## src/rtl/keypad_pkg.sv

```systemverilog
// Shared definitions for the keypad digit-entry block: key indices, FSM
// states, active-low 7-segment glyphs and small pattern helpers.
package keypad_pkg;

  localparam int NUM_KEYS  = 12;
  localparam int KEY_BS    = 10;
  localparam int KEY_ENTER = 11;

  typedef enum logic [1:0] {
    ST_IDLE,
    ST_DEBOUNCE,
    ST_WAIT_RELEASE,
    ST_CONVERT
  } state_e;

  // Segment order a..g, MSB first, 0 = lit.
  localparam logic [6:0] SEG_0     = 7'b0000001;
  localparam logic [6:0] SEG_1     = 7'b1001111;
  localparam logic [6:0] SEG_2     = 7'b0010010;
  localparam logic [6:0] SEG_3     = 7'b0000110;
  localparam logic [6:0] SEG_4     = 7'b1001100;
  localparam logic [6:0] SEG_5     = 7'b0100100;
  localparam logic [6:0] SEG_6     = 7'b0100000;
  localparam logic [6:0] SEG_7     = 7'b0001111;
  localparam logic [6:0] SEG_8     = 7'b0000000;
  localparam logic [6:0] SEG_9     = 7'b0000100;
  localparam logic [6:0] SEG_BLANK = 7'b1111111;

  function automatic logic is_onehot(input logic [NUM_KEYS-1:0] p);
    return (p != '0) && ((p & (p - 12'd1)) == '0);
  endfunction

  function automatic logic [3:0] key_index(input logic [NUM_KEYS-1:0] p);
    logic [3:0] idx;
    idx = '0;
    for (int i = NUM_KEYS - 1; i >= 0; i--)
      if (p[i]) idx = 4'(i);
    return idx;
  endfunction

endpackage

```

## src/rtl/keypad_entry_seg7_decoder.sv

```systemverilog
// BCD digit to active-low 7-segment pattern; blank_i or a non-decimal
// nibble turns every segment off.
module seg7_decoder
  import keypad_pkg::*;
(
  input  logic [3:0] bcd_i,
  input  logic       blank_i,
  output logic [6:0] seg_o
);

  always_comb begin
    seg_o = SEG_BLANK;
    if (!blank_i) begin
      case (bcd_i)
        4'd0:    seg_o = SEG_0;
        4'd1:    seg_o = SEG_1;
        4'd2:    seg_o = SEG_2;
        4'd3:    seg_o = SEG_3;
        4'd4:    seg_o = SEG_4;
        4'd5:    seg_o = SEG_5;
        4'd6:    seg_o = SEG_6;
        4'd7:    seg_o = SEG_7;
        4'd8:    seg_o = SEG_8;
        4'd9:    seg_o = SEG_9;
        default: seg_o = SEG_BLANK;
      endcase
    end
  end

endmodule

```

## src/rtl/keypad_entry.sv

```systemverilog
// Debounced 12-key pad editing an N-digit BCD buffer; ENTER converts the
// buffer to binary one digit per cycle and every digit drives a 7-seg glyph.
module keypad_entry
  import keypad_pkg::*;
#(
  parameter int NUM_DIGITS      = 4,
  parameter int DEBOUNCE_CYCLES = 16,
  parameter int VALUE_W         = 14,
  parameter int CLEAR_ON_ENTER  = 0
) (
  input  logic                              clk_i,
  input  logic                              reset_i,
  input  logic [NUM_KEYS-1:0]               keys_i,
  output logic [4*NUM_DIGITS-1:0]           digits_o,
  output logic [$clog2(NUM_DIGITS+1)-1:0]   digit_count_o,
  output logic [VALUE_W-1:0]                value_o,
  output logic                              value_valid_o,
  output logic                              busy_o,
  output logic                              overflow_o,
  output logic                              key_error_o,
  output logic [7*NUM_DIGITS-1:0]           seg_o
);

  localparam int CW = $clog2(NUM_DIGITS + 1);
  localparam int IW = (NUM_DIGITS > 1) ? $clog2(NUM_DIGITS) : 1;
  localparam int DW = $clog2(DEBOUNCE_CYCLES + 1);

  logic [NUM_KEYS-1:0]         sync_q, ks_q;
  state_e                      state_q, state_d;
  logic [NUM_KEYS-1:0]         pat_q, pat_d;
  logic [DW-1:0]               dcnt_q, dcnt_d;
  logic [NUM_DIGITS-1:0][3:0]  buf_q, buf_d;
  logic [CW-1:0]               cnt_q, cnt_d;
  logic [VALUE_W-1:0]          acc_q, acc_d, value_q, value_d, acc_next;
  logic [IW-1:0]               idx_q, idx_d;
  logic                        vv_q, vv_d, ovf_q, ovf_d, kerr_q, kerr_d;
  logic                        match, deb_done, last_step;

  assign match     = (ks_q == pat_q);
  // The IDLE sample that latched the pattern counts as the first one.
  assign deb_done  = match && (int'(dcnt_q) + 1 >= DEBOUNCE_CYCLES);
  assign last_step = (idx_q == '0);
  assign acc_next  = (acc_q << 3) + (acc_q << 1) + VALUE_W'(buf_q[idx_q]);

  always_ff @(posedge clk_i or posedge reset_i) begin
    if (reset_i) begin
      sync_q <= '0;
      ks_q   <= '0;
    end else begin
      sync_q <= keys_i;
      ks_q   <= sync_q;
    end
  end

  always_ff @(posedge clk_i or posedge reset_i) begin
    if (reset_i) state_q <= ST_IDLE;
    else         state_q <= state_d;
  end

  always_comb begin
    state_d = state_q;
    case (state_q)
      ST_IDLE:         if (ks_q != '0) state_d = ST_DEBOUNCE;
      ST_DEBOUNCE: begin
        if (!match)        state_d = ST_IDLE;
        else if (deb_done) state_d = (is_onehot(pat_q) && pat_q[KEY_ENTER]) ? ST_CONVERT
                                                                             : ST_WAIT_RELEASE;
      end
      ST_CONVERT:      if (last_step) state_d = ST_WAIT_RELEASE;
      ST_WAIT_RELEASE: if (ks_q == '0) state_d = ST_IDLE;
      default:         state_d = ST_IDLE;
    endcase
  end

  always_comb begin
    pat_d   = pat_q;
    dcnt_d  = dcnt_q;
    buf_d   = buf_q;
    cnt_d   = cnt_q;
    acc_d   = acc_q;
    idx_d   = idx_q;
    value_d = value_q;
    vv_d    = 1'b0;
    ovf_d   = 1'b0;
    kerr_d  = 1'b0;
    case (state_q)
      ST_IDLE: begin
        if (ks_q != '0) begin
          pat_d  = ks_q;
          dcnt_d = DW'(1);
        end
      end
      ST_DEBOUNCE: begin
        if (match) begin
          dcnt_d = dcnt_q + DW'(1);
          if (deb_done) begin
            if (!is_onehot(pat_q)) begin
              kerr_d = 1'b1;
            end else if (pat_q[KEY_ENTER]) begin
              acc_d = '0;
              idx_d = IW'(NUM_DIGITS - 1);
            end else if (pat_q[KEY_BS]) begin
              for (int i = 0; i < NUM_DIGITS - 1; i++) buf_d[i] = buf_q[i+1];
              buf_d[NUM_DIGITS-1] = '0;
              if (cnt_q != '0) cnt_d = cnt_q - CW'(1);
            end else if (cnt_q == CW'(NUM_DIGITS)) begin
              ovf_d = 1'b1;
            end else begin
              for (int i = 1; i < NUM_DIGITS; i++) buf_d[i] = buf_q[i-1];
              buf_d[0] = key_index(pat_q);
              cnt_d    = cnt_q + CW'(1);
            end
          end
        end
      end
      ST_CONVERT: begin
        acc_d = acc_next;
        idx_d = idx_q - IW'(1);
        if (last_step) begin
          value_d = acc_next;
          vv_d    = 1'b1;
          if (CLEAR_ON_ENTER != 0) begin
            buf_d = '0;
            cnt_d = '0;
          end
        end
      end
      default: ;
    endcase
  end

  always_ff @(posedge clk_i or posedge reset_i) begin
    if (reset_i) begin
      pat_q   <= '0;
      dcnt_q  <= '0;
      buf_q   <= '0;
      cnt_q   <= '0;
      acc_q   <= '0;
      idx_q   <= '0;
      value_q <= '0;
      vv_q    <= 1'b0;
      ovf_q   <= 1'b0;
      kerr_q  <= 1'b0;
    end else begin
      pat_q   <= pat_d;
      dcnt_q  <= dcnt_d;
      buf_q   <= buf_d;
      cnt_q   <= cnt_d;
      acc_q   <= acc_d;
      idx_q   <= idx_d;
      value_q <= value_d;
      vv_q    <= vv_d;
      ovf_q   <= ovf_d;
      kerr_q  <= kerr_d;
    end
  end

  always_comb begin
    busy_o        = (state_q == ST_CONVERT);
    digits_o      = buf_q;
    digit_count_o = cnt_q;
    value_o       = value_q;
    value_valid_o = vv_q;
    overflow_o    = ovf_q;
    key_error_o   = kerr_q;
  end

  // Position 0 always shows something: "0" for an empty buffer.
  for (genvar gi = 0; gi < NUM_DIGITS; gi++) begin : g_seg
    logic [3:0] nib;
    logic       blank;
    if (gi == 0) begin : g_lsd
      assign nib   = (cnt_q == '0) ? 4'd0 : buf_q[0];
      assign blank = 1'b0;
    end else begin : g_upper
      assign nib   = buf_q[gi];
      assign blank = (gi >= int'(cnt_q));
    end
    seg7_decoder u_dec (
      .bcd_i   (nib),
      .blank_i (blank),
      .seg_o   (seg_o[7*gi +: 7])
    );
  end

endmodule

```

## config.mk

```make
export PLATFORM = sky130hd
export DESIGN_NAME = keypad_entry
export DESIGN_NICKNAME = d
export VERILOG_FILES = /design/src/rtl/keypad_pkg.sv /design/src/rtl/keypad_entry_seg7_decoder.sv /design/src/rtl/keypad_entry.sv
export SDC_FILE = /design/constraint.sdc
export NUM_CORES = 1
export LEC_CHECK = 0
export ABC_AREA = 0
export BUFFER_PORTS_ARGS = -buffer_cell sky130_fd_sc_hd__buf_2
export CAP_MARGIN = 25
export CORE_MARGIN = 3
export CORE_UTILIZATION = 55
export DETAILED_ROUTE_END_ITERATION = 8
export HOLD_SLACK_MARGIN = 0.1
export PLACE_DENSITY_LB_ADDON = 0.12
export SLEW_MARGIN = 20
export SYNTH_ARGS = -nofsm -noshare
export SYNTH_HDL_FRONTEND = slang
export SYNTH_HIERARCHICAL = 1
export SYNTH_SLANG_ARGS = --single-unit
```

## constraint.sdc

```tcl
create_clock -name clk_i -period 8.7 [get_ports clk_i]
set_input_delay 0 -clock clk_i [delete_from_list [all_inputs] [get_ports clk_i]]
set_output_delay 0 -clock clk_i [all_outputs]
set_load 0.02 [all_outputs]
```

Word-level counts from Yosys, hierarchy flattened
Memory sizes are Yosys's and may differ from the RTL's. Cells that the tools add are included. Widths: inputs -> output; s select.

Equal/unequal tests: 15. Bitwise logic cells: 2. Reduce and logical (&&, ||, !) cells: 20. $lt $le $gt $ge: 5. Add/sub/neg operators: 8. Muxes and demuxes: 54.

Operators by type and width (count): $mux 13 (4); $mux 4 (12); $mux 16 (2); $pmux 13 s2 (1); $logic_not 12->1 (2); $reduce_bool 12->1 (2); $mux 7 (3); $mux 2 (9); $add 14x14->14 (1); $add 14x4->14 (1); $mux 1 (14); $ne 2x2->1 const B (7); $and 12x12->12 (1); $eq 12x12->1 (1); $sub 12x1->12 const B (1); $mux 5 (2); $pmux 5 s2 (1); $mux 3 (3); $bmux 4 s2 (1); $pmux 2 s4 (1); $reduce_and 7->1 (1); $add 5x1->6 const B (1); $ge 2x3->1 const A (2); $ge 6x5->1 const B (1); 23 further kinds (30).

Bits of input ports: 14. Memories kept: 4. Bits in read-only memories: 448. Flip-flop bits (word level): 94. Word-level logic and storage cells: 124.

Memories: (no name shown) (words 16, width 7, rd ports 1, clocked after memory_dff 0, write ports 0, line keypad_entry_seg7_decoder.sv:14) `case (bcd_i)`; (no name shown) (words 16, width 7, rd ports 1, clocked after memory_dff 0, write ports 0, line keypad_entry_seg7_decoder.sv:14); (no name shown) (words 16, width 7, rd ports 1, clocked after memory_dff 0, write ports 0, line keypad_entry_seg7_decoder.sv:14); (no name shown) (words 16, width 7, rd ports 1, clocked after memory_dff 0, write ports 0, line keypad_entry_seg7_decoder.sv:14).

Longest topological paths before layout
Gate-level depths: netlist of run 1.

Depth in word-level cells: 12. Gate-level depth with buffers: 13. Depth with buffers taken out: 12.

Hierarchy
Netlist of run 1, hierarchy kept.

By module, submodules not included: keypad_entry (times used 1, seq. area each 2352.3 µm², area each 4833.4 µm², cells an instance 451); seg7_decoder at g_seg[0].u_dec ... (times used 2, seq. area each 0.0 µm², area each 236.5 µm², cells an instance 33); seg7_decoder at g_seg[1].u_dec ... (times used 2, seq. area each 0.0 µm², area each 235.2 µm², cells an instance 33).

Worst setup path after synthesis of run 1
No wires, ideal clock.

Kind: reg2reg. Start: register idx_q[0]. End: register value_q[13], in the netlist value_o[13]. Library setup time: 134 ps. Slack: 5537 ps. Arrival: 3029 ps. Period minus slack after synthesis: 3163 ps. Stages on the path, launching flop included: 14. Cells stage by stage: dfrtp_1 > clkbuf_1 > mux4_2 > inv_1 > fa_1 > inv_1 > ha_1 > a211oi_1 > nor2_1 > o41ai_1 > o211ai_1 > o211ai_1 > xnor2_1 > o21ai_0.

Word-level cells in the longest chain between the ends: 3.

RTL lines: start: declaration (line keypad_entry.sv:35) `logic [IW-1:0] idx_q, idx_d;`; start signal: assignment (line keypad_entry.sv:150) `idx_q <= idx_d;`; $bmux 4 s2 (line keypad_entry.sv:43) `assign acc_next = (acc_q << 3) + (acc_q << 1) + VALUE_W'(buf_q[idx_q]);`; $mux 4 (implied by the code) (line keypad_entry.sv:43); $add 14x4->14 (line keypad_entry.sv:43); end signal: assignment (line keypad_entry.sv:151) `value_q <= value_d;`; end: declaration (line keypad_entry.sv:34) `logic [VALUE_W-1:0] acc_q, acc_d, value_q, value_d, acc_next;`.

Parallel ways exist; a longest one is shown, timed or not. The select of a mux whose other input is x is not followed. A chain may end at the register's enable or synchronous reset.

Worst setup path in the final report of run 1
Start: register buf_q (netlist bit g_seg[3].nib[3]). End: register value_q[13], in the netlist value_o[13].

Word-level cells in the longest chain between the ends: 3.

RTL lines: start: declaration (line keypad_entry.sv:32) `logic [NUM_DIGITS-1:0][3:0] buf_q, buf_d;`; start signal: assignment (line keypad_entry.sv:147) `buf_q <= buf_d;`; $bmux 4 s2 (line keypad_entry.sv:43); $mux 4 (implied by the code) (line keypad_entry.sv:43); $add 14x4->14 (line keypad_entry.sv:43).

Every way passes these cells. The select of a mux whose other input is x is not followed.

==> results.toml, run 1 <==
[global_routing]
grt_overflow_total = 0
track_usage_pct = 21.6
grt_pass1_vias = 4305
grt_max_degree = 53
grt_antenna_before_repair = 0
grt_first_pass_wirelength_um = 20400

[power]
power.total_mw = 0.779
combPwrFrac_pct = 5.5
leakage_nw = 3.01
p_per_area_nw_per_um2 = 119
switching_share_pct = 26.0
power_switching_mw = 0.203
p_int_mw = 0.576
p_clk_share_pct = 36.2
ir_drop_mv = 0.115
seq_power_share_pct = 58.4

[synthesis]
synth_area_leaders = "dfrtp_1 41%, ha_1 11%, a21oi_1 3.7%, nand2_1 3.0%, o21ai_0 2.9%"
yosysUniqueCellTypes = 66
synth_top_area_share_pct = 40.7
synth-seq-cells = 94
yosys-top-cells-count = "94 x dfrtp_1, 49 x ha_1, 46 x nand2_1"
yosys.area.top_type = "dfrtp_1"
avgSynthCellArea_sq_um = 9.91
async_reset_ff_share_pct = 100
syn-instance-count = 583
netlist_area_sq_um = 5780
synth_edf_count = 0
synth_ff_type = "dfrtp_1"
synth.most_common_cell = "dfrtp_1"
ys_warn_count = 6
yosysSeqAreaShare_pct = 40.7

[layout]
num_antenna_cells = 0
drive_gt1_share_pct = 20.6
syn_to_final_growth_pct = 13.1
design_area_sq_um = 6530
n_fill_cell = 854
fin_util_pct = 65.3
fin_nets = 731

[placement]
dpl.hpwl_um = 8650
routabilityCongestion = 0.891
dpl-instance-area_sq_um = 6210
port_buffers = 78

[timing]
slew_viol_final = 0
fmax_mhz = 288
fin_skew_ps = 10.3
setup-tns-final_ps = 0
rsz0062_at_grt = "no"
finalSetupViolations = 0
fin_crit_ps = 3480
worst_pin_slew_ps = 948
period_share_pct = 40.0
slew_headroom_pct = 36.8
hold_viol_final = 0

[floorplan]
core_sq_um = 10000
die_h_um = 108
io_pins = 79
fp.dieW_um = 108
dieArea_sq_um = 11800
start_util_pct = 57.8
core.rowCount = 36

[clock_network]
clockBufferDepth = 2
cts_root_buffer = "clkbuf_8"
post_cts_resized = 0
cts.sinks = 94
clk_pin_slew_ps = 100
cts_tree = "yes"
numCtsBuffers = 9
clock_latency_ps = 370
cts_htree_levels = 3

[drt]
drtIter0Drc = 267
drt-total-wl_um = 11800
ant_nets = 0
drc_errors = 0
via_per_inst = 5.56
routed-via-count = 4471
wl_per_cell_um = 14.6
first_pass_iters = 5

[min_path]
hp-class = "primary input to asynchronous set/reset pin"

[critical_path]
crit_path_start_kind = "register"
cp-end-kind = "register"
path_max_fanout = 15
criticalPathCategory = "register to register"
cp_data_required_time_ps = 8930
worstPathArrival_ps = 3700

[status]
status = "completed"

[job]
maxCapViolations = 0
final cells by class:
type / count / area (sq um) / share of cell area, %
Multi-Input combinational cell: 432 / 3140 / 48.1
Sequential cell: 94 / 2350 / 36.0
Timing Repair Buffer: 94 / 543 / 8.31
Tap cell: 133 / 166 / 2.55
Inverter: 35 / 133 / 2.03
Clock buffer: 9 / 124 / 1.90
Clock inverter: 7 / 68.8 / 1.05
routing by layer:
metal  track usage (%)  vias up  part of all wire, %
met1              27.9     2130                   44
li1                  -     2213                    -
met3              3.28       14                  4.2
met5                 0        -                    0
met4              5.50        0                  1.3
met2              38.0      114                   51
stage by stage:
| stage | setup WS (ps) | instances | hold slack, ps |
|---|---|---|---|
| 2_1_floorplan | 5540 | 589 | 31.4 |
| 3_3_place_gp | 5350 | 775 | 107 |
| 3_5_place_dp | 5280 | 775 | 109 |
| 4_1_cts | 5240 | 804 | 246 |
| 5_1_grt | 4980 | 804 | 258 |
| 6_report | 5220 | 804 | 244 |
sequential cells by signal, indices dropped and copies added (netlist names):
name	flops
digits_o	4
pat_q	12
sync_q	12
value_o	14
idx_q	2
ks_q	12
value_valid_o	1
key_error_o	1
g_seg.nib	12
state_q	2
dcnt_q	5
digit_count_o	3
acc_q	13
overflow_o	1
repair_timing:
item,4_1_cts,5_1_grt
setup buffers,0,0
endpoints found under the hold margin,54,0
hold buffers,13,0
power by group through the flow:
stage               logic (mW)  clock network (mW)  registers, mW
floorplan               0.0335                   0          0.459
global placement        0.0381                   0          0.463
detailed placement      0.0389                   0          0.463
CTS                     0.0434               0.292          0.455
global route            0.0484               0.308          0.456
finish                  0.0426               0.282          0.455
cell families (layout without fill, tap and decap cells):
logic type                 after synthesis  count (layout)  synth area share [%]
and+or+nand+nor                        165             165                  15.9
buffers and inverters                   63             145                  5.24
xor gates and xnor gates                31              31                  4.70
muxes                                   27              27                  5.91
DFF                                     94              94                  40.7
other                                    1               7                0.0649
AOI/OAI and AO/OA                      150             150                  16.0
adders and majority gates               52              52                  11.5
final timing paths:
kind | startpoint | end | slack, ps | depth (start not counted)
worst max-delay path | g_seg[3].nib[3]$_DFFE_PP0P_ | value_o[13]$_DFFE_PP0P_ | 5220 | 12
worst min-delay path | reset_i | pat_q[1]$_DFFE_PP0P_ | 240 | 3
worst max register to register | g_seg[3].nib[3]$_DFFE_PP0P_ | value_o[13]$_DFFE_PP0P_ | 5220 | 12
worst min register to register | sync_q[5]$_DFF_PP0_ | ks_q[5]$_DFF_PP0_ | 360 | 0
max in group asynchronous | reset_i | digits_o[3]$_DFFE_PP0P_ | 7360 | 4
min in group clk_i | keys_i[1] | sync_q[1]$_DFF_PP0_ | 260 | 2
worst max-delay path: stages (launching register included):
cell	delay (ps)
dfrtp_1	550
mux4_2	550
inv_1	80
fa_1	450
inv_1	80
ha_1	240
a211oi_1	210
nor2_1	90
o41ai_1	530
o211ai_1	190
o211ai_1	150
xnor2_1	130
o21ai_0	80
placed cells by master, fill, tap and decap left out, types with 3 or more instances in the layout:
cell | synthesis | final
a21oi_1 | 43 | 43
a22o_1 | 3 | 3
a22oi_1 | 3 | 3
and2_1 | 5 | 5
and3_1 | 4 | 4
buf_2 | 5 | 78
buf_4 | 0 | 3
clkbuf_8 | 0 | 9
conb_1 | 1 | 7
dfrtp_1 | 94 | 94
dlygate4sd3_1 | 0 | 13
ha_1 | 49 | 49
inv_1 | 34 | 33
mux2_2 | 13 | 13
mux2i_1 | 9 | 9
mux4_2 | 4 | 4
nand2_1 | 46 | 46
nand2b_1 | 17 | 17
nand2b_4 | 4 | 4
nand3_1 | 7 | 7
nand4_1 | 5 | 5
nor2_1 | 29 | 29
nor2b_1 | 5 | 5
nor3_1 | 16 | 16
nor3_2 | 4 | 4
nor3b_2 | 4 | 4
nor4_1 | 6 | 6
o211ai_1 | 3 | 3
o21a_1 | 3 | 3
o21ai_0 | 34 | 34
o21ai_1 | 21 | 21
o21bai_1 | 6 | 6
o22ai_1 | 4 | 4
o2bb2ai_1 | 10 | 10
o41ai_1 | 3 | 3
or2_2 | 3 | 3
xnor2_1 | 18 | 18
xor2_1 | 13 | 13
(Power assumes the default switching activity.)
==> run 2, diff against run 1 <==
--- a/config.mk
+++ b/config.mk
@@ -5,11 +5,11 @@
 export SDC_FILE = /design/constraint.sdc
 export NUM_CORES = 1
 export LEC_CHECK = 0
-export ABC_AREA = 0
+export ABC_AREA = 1
 export BUFFER_PORTS_ARGS = -buffer_cell sky130_fd_sc_hd__buf_2
 export CAP_MARGIN = 25
 export CORE_MARGIN = 3
-export CORE_UTILIZATION = 55
+export CORE_UTILIZATION = 53
 export DETAILED_ROUTE_END_ITERATION = 8
 export HOLD_SLACK_MARGIN = 0.1
 export PLACE_DENSITY_LB_ADDON = 0.12
==> constraint.sdc (replaced) <==
create_clock -name clk_i -period 2.95 [get_ports clk_i]
set_input_delay 0 -clock clk_i [delete_from_list [all_inputs] [get_ports clk_i]]
set_output_delay 0 -clock clk_i [all_outputs]
set_load 0.02 [all_outputs]
==> run 2 against run 1 <==
Register-to-register slack got worse by 5000 ps. Largest cell class unchanged. Largest power group unchanged. Combinational power increased to 13 times the previous value. Non-clock buffer count increased by 17. Global-route usage increased by 2.0 points. Count of clock-buffer cells in the layout unchanged. Final cell count increased by 30%. Critical path type unchanged.
==> results.toml, run 2 <==
[synthesis]
yosys.area_share.simple_pct = 30.9
synth_xor_area_share_pct = 1.15
synth_top_family_by_area = "simple AND/OR/NAND/NOR gates"
ys_warn_count = 6
yosys.area.top_type = "dfrtp_1"
synth_ff_type = "dfrtp_1"
syn-instance-count = 795
yosysUniqueCellTypes = 43
yosys-top-cells-count = "248 x nand2_1, 94 x dfrtp_1, 80 x inv_1"
netlist_area_sq_um = 6110
synth.most_common_cell = "nand2_1"
synthAdderAreaFrac_pct = 10.7
synthMuxAreaShare_pct = 0.512
yosysSeqAreaShare_pct = 38.5
synth_area_leaders = "dfrtp_1 39%, nand2_1 15%, ha_1 10%, inv_1 4.9%, o21ai_0 4.5%"
synth-seq-cells = 94
synth_top_area_share_pct = 38.5
async_reset_ff_share_pct = 100
synth-compound-area-share_pct = 10.5
synth_edf_count = 0
avgSynthCellArea_sq_um = 7.69

[timing]
rsz0062_at_grt = "no"
fmax_mhz = 366
worst_pin_slew_ps = 582
slew_headroom_pct = 61.1
setup-tns-final_ps = 0
setup_ws_ps = 216
period_share_pct = 92.7
fin_crit_ps = 2730
fin_skew_ps = 4.65
slew_viol_final = 0
hold_viol_final = 0
finalSetupViolations = 0

[critical_path]
cp-end-kind = "register"
worstPathArrival_ps = 2970
cp_data_required_time_ps = 3190
path_buf_inv = 3
criticalPathCategory = "register to register"
crit_path_start_kind = "register"
worstRegToRegCells = 15
critical_path_cell_count = 15
max_stage_delay_ps = 570
cpMostUsedCell = "nand3_1"
path_cells = "clkinv_1 > nor2_1 > nor2_1 > a21oi_2 > fa_1 > inv_1 > ha_1 > nand3_1 > nand3_2 > buf_4 > nand3_1 > o2111ai_1 > or2_2 > nand3_1 > nand2_1"
crit_family = "simple AND/OR/NAND/NOR gates"
path_max_fanout = 8
critPathSlowestCell = "fa_1"

[clock_network]
numCtsBuffers = 9
clockBufferDepth = 2
cts_htree_levels = 3
clk_pin_slew_ps = 70
clock_latency_ps = 350
cts_root_buffer = "clkbuf_16"
cts.sinks = 94
cts_tree = "yes"

[drt]
ant_nets = 0
first_pass_iters = 5
wl_per_cell_um = 13.9
drtIter0Drc = 417
via_per_inst = 5.25
routed-via-count = 5479
drt-total-wl_um = 14500
drc_errors = 0

[min_path]
whs_path_depth = 2
hp-class = "primary input to register"

[placement]
dpl-instance-area_sq_um = 6730
routabilityCongestion = 0.921
dp_slack_ps = 91.3
dpl.hpwl_um = 10700
port_buffers = 78

[power]
p_per_area_nw_per_um2 = 451
p_clk_share_pct = 36.1
p_int_mw = 2.21
leakage_nw = 3.69
ir_drop_mv = 0.344
seq_power_share_pct = 46.3
power_switching_mw = 1.03
combPwrFrac_pct = 17.6
switching_share_pct = 31.7

[floorplan]
core_sq_um = 11000
start_util_pct = 55.4
core.rowCount = 38
fp.dieW_um = 113
io_pins = 79
die_h_um = 113
dieArea_sq_um = 12900

[status]
status = "completed"

[layout]
design_area_sq_um = 7180
multi_input_area_sq_um = 3310
regArea_sq_um = 2350
syn_to_final_growth_pct = 17.5
drive_gt1_share_pct = 20.7
layout_common_cells = "248 x nand2_1, 93 x dfrtp_1, 79 x inv_1"
num_antenna_cells = 0
largest_register_ffs = 14
final_common_cell = "nand2_1"
n_fill_cell = 975
fin_nets = 964

[global_routing]
track_usage_pct = 23.5
grt_pass1_vias = 5203
grt_first_pass_wirelength_um = 24800
grt_antenna_before_repair = 0
grt_overflow_total = 0
grt_max_degree = 95

[job]
maxCapViolations = 0
## run 2: cell types whose count changed after synthesis, moves of 13 or more
cell / change
xnor2_1: -13
nand2b_1: -17
nand2_1: +202
o21ai_0: +21
inv_2: +15
nor2_1: +15
inv_1: +46
nand3_1: +43
a21oi_1: -14
## run 2: layout make-up
type | instances | share of cell area [%]
Clock buffer | 9 | 3.14
Clock inverter | 6 | 1.01
Inverter | 96 | 5.04
Multi-Input combinational cell | 587 | 46.1
Sequential cell | 94 | 32.8
Tap cell | 140 | 2.44
Timing Repair Buffer | 111 | 9.52
## run 2: power by group through the flow
| stage | clock (mW) | sequential, mW | combinational (mW) |
|---|---|---|---|
| 3_5_place_dp | 0 | 1.52 | 0.554 |
| 3_3_place_gp | 0 | 1.52 | 0.539 |
| 6_report | 1.17 | 1.50 | 0.569 |
| 5_1_grt | 1.25 | 1.51 | 0.658 |
| 4_1_cts | 1.19 | 1.50 | 0.570 |
| 2_1_floorplan | 0 | 1.46 | 0.479 |
## run 2: what timing repair did
action | in CTS | in global routing
resized for setup | 0 | 10
hold endpoints to repair | 106 | 0
hold buffers | 13 | 0
endpoints found under the setup margin | 0 | 10
buffers inserted | 0 | 0
## run 2: final timing paths
| path | startpoint | to | slack (ps) |
|---|---|---|---|
| setup / recovery | idx_q[0]$_DFFE_PP0P_ | value_o[13]$_DFFE_PP0P_ | 220 |
| hold / removal | keys_i[2] | sync_q[2]$_DFF_PP0_ | 290 |
| setup reg to reg | idx_q[0]$_DFFE_PP0P_ | value_o[13]$_DFFE_PP0P_ | 220 |
| hold reg to reg | sync_q[9]$_DFF_PP0_ | ks_q[9]$_DFF_PP0_ | 350 |
| max in group asynchronous | reset_i | idx_q[0]$_DFFE_PP0P_ | 2250 |
| min in group asynchronous | reset_i | value_valid_o$_DFF_PP0_ | 320 |
## run 2: through the flow
step	std cells	power, mW	util (%)	hold slack, ps
finish	1043	3.24	65.1	292
floorplan	796	1.93	-	31.4
CTS	1043	3.26	64.9	280
detailed placement	1015	2.08	61.0	109
global route	1043	3.42	65.1	287
global placement	1015	2.05	61.0	108
## run 2: per-layer routing
layer / routed length, um / track usage (%) / vias to the layer above
met2: 6650 / 38.6 / 155
met3: 742 / 3.80 / 19
met5: 0 / 0 / -
li1: - / - / 2762
met1: 6870 / 32.5 / 2543
met4: 237 / 6.57 / 0
## run 2: worst reg2reg max path, delay by kind of cell (launching register included)
family                     cells  cell delay [ps]
and+or+nand+nor                8              860
DFF                            1              450
adders and majority gates      2              860
AOI/OAI and AO/OA              2              180
buffers and inverters          3              290
## run 2: kinds of logic (layout without fill, tap and decap cells)
family                     count (synthesis)  after routing
adders and majority gates                 51             51
muxes                                      3              3
buffers and inverters                    115            222
AOI/OAI and AO/OA                        115            115
xor gates and xnor gates                   8              8
DFF                                       94             94
other                                      1              2
and+or+nand+nor                          408            408
==> run 3, diff against run 2 <==
--- a/config.mk
+++ b/config.mk
@@ -12,6 +12,7 @@
 export CORE_UTILIZATION = 53
 export DETAILED_ROUTE_END_ITERATION = 8
 export HOLD_SLACK_MARGIN = 0.1
+export MAX_ROUTING_LAYER = met4
 export PLACE_DENSITY_LB_ADDON = 0.12
 export SLEW_MARGIN = 20
 export SYNTH_ARGS = -nofsm -noshare
==> run 3 against run 2 <==
Global-route usage is 0.38 points higher. Final cell count barely moved. Maximum frequency decreased by 1.3%. First-iteration DRC count down 13%. Critical path type unchanged. Largest cell class unchanged.
==> results.toml, run 3 (synthesis gave the netlist of run 2 again) <==
[status]
status = "completed"

[clock_network]
cts.sinks = 94
cts_htree_levels = 3
clock_latency_ps = 350
post_cts_buffers = 0
numCtsBuffers = 9
cts_tree = "yes"
clk_pin_slew_ps = 70
cts_root_buffer = "clkbuf_16"
clockBufferDepth = 2

[drt]
drtIter0Drc = 364
drt-total-wl_um = 14300
ant_nets = 0
wl_per_cell_um = 13.7
routed-via-count = 5516
drc_errors = 0
via_per_inst = 5.28
first_pass_iters = 5

[floorplan]
io_pins = 79
die_h_um = 113
dieArea_sq_um = 12900
start_util_pct = 55.4
fp.dieW_um = 113
core.rowCount = 38
core_sq_um = 11000

[layout]
syn_to_final_growth_pct = 17.1
fin_nets = 964
fin_util_pct = 64.9
drive_gt1_share_pct = 20.5
layout_common_cells = "248 x nand2_1, 93 x dfrtp_1, 79 x inv_1"
final_cells = 1044
largest_register_ffs = 14
n_fill_cell = 972
final_common_cell = "nand2_1"
num_antenna_cells = 0
design_area_sq_um = 7160

[global_routing]
grt_busiest_layer = "met2"
grt_first_pass_wirelength_um = 24300
grt_antenna_before_repair = 0
grt_pass1_vias = 5164
use_met3_pct = 4.01
met2_usage_pct = 37.8
grt_util_met1_pct = 32.3
grt_max_degree = 50
grt_overflow_total = 0
track_usage_pct = 23.9

[timing]
fmax_mhz = 361
period_share_pct = 93.9
finalSetupViolations = 0
setup_ws_ps = 179
slew_viol_final = 0
worst_pin_slew_ps = 760
hold_viol_final = 0
fin_skew_ps = 8.52
hold_slack_ps = 282
slew_headroom_pct = 49.2
setup-tns-final_ps = 0
rsz0062_at_grt = "no"
fin_crit_ps = 2770

[critical_path]
cp-end-kind = "register"
r2r_start = "idx_q[0]$_DFFE_PP0P_"
path_buf_inv = 1
crit_start = "idx_q[0]$_DFFE_PP0P_"
worstSetupEndpoint = "acc_q[9]$_DFFE_PP0P_"
path_max_fanout = 8
crit_family = "adder cells"
critPathSlowestCell = "fa_1"
worstPathArrival_ps = 3060
crit_path_start_kind = "register"
critical_path_cell_count = 13
cp_data_required_time_ps = 3240
r2r_slack_ps = 180
path_cells = "o21ai_0 > nor2_1 > a21oi_1 > fa_1 > inv_1 > ha_1 > nand3_1 > nand3_1 > a21boi_2 > o21ai_0 > xor2_1 > or2_2 > nand2_1"
worst_r2r_endpoint = "acc_q[9]$_DFFE_PP0P_"
worstRegToRegCells = 13
criticalPathCategory = "register to register"
max_stage_delay_ps = 500

[power]
ir_drop_mv = 0.449
leakage_nw = 3.68
power.total_mw = 3.19
p_per_area_nw_per_um2 = 445

[placement]
dp.cells = 1015
dp_slack_ps = 78.8
dpl-instance-area_sq_um = 6730
dpl.hpwl_um = 10600
port_buffers = 78
routabilityCongestion = 0.945

[min_path]
hp-class = "primary input to register"

[job]
maxCapViolations = 0
[run 3: repair_timing]
| action | CTS | global route |
|---|---|---|
| gates resized for setup | 0 | 4 |
| endpoints found under the hold margin | 57 | 0 |
| setup endpoints to repair | 0 | 8 |
| hold buffers | 13 | 0 |
[run 3: worst min-delay path by stage]
stage	end	start	depth (start not counted)
after global placement	sync_q[10]$_DFF_PP0_	keys_i[10]	1
final	sync_q[3]$_DFF_PP0_	keys_i[3]	2
after detailed placement	sync_q[10]$_DFF_PP0_	keys_i[10]	1
after CTS	sync_q[7]$_DFF_PP0_	keys_i[7]	2
after global routing	sync_q[7]$_DFF_PP0_	keys_i[7]	2
after floorplan	sync_q[0]$_DFF_PP0_	keys_i[0]	0
[run 3: cell type report]
cell class	count	area [sq um]	share of cell area, %
Inverter	96	362	5.05
Tap cell	140	175	2.45
Clock buffer	10	229	3.20
Timing Repair Buffer	111	683	9.55
Clock inverter	6	53.8	0.752
Sequential cell	94	2350	32.9
Multi-Input combinational cell	587	3300	46.1
[run 3: per-layer routing]
layer	vias to the layer above	routed length [um]
met2	165	6750
met1	2566	6560
met3	22	786
li1	2763	-
met5	-	0
met4	0	218
[run 3: where the power goes]
part           total (mW)  internal [mW]  switching [mW]
Clock                1.12          0.587           0.530
Sequential           1.50           1.36           0.135
Combinational       0.572          0.192           0.379
Total                3.19           2.14            1.04
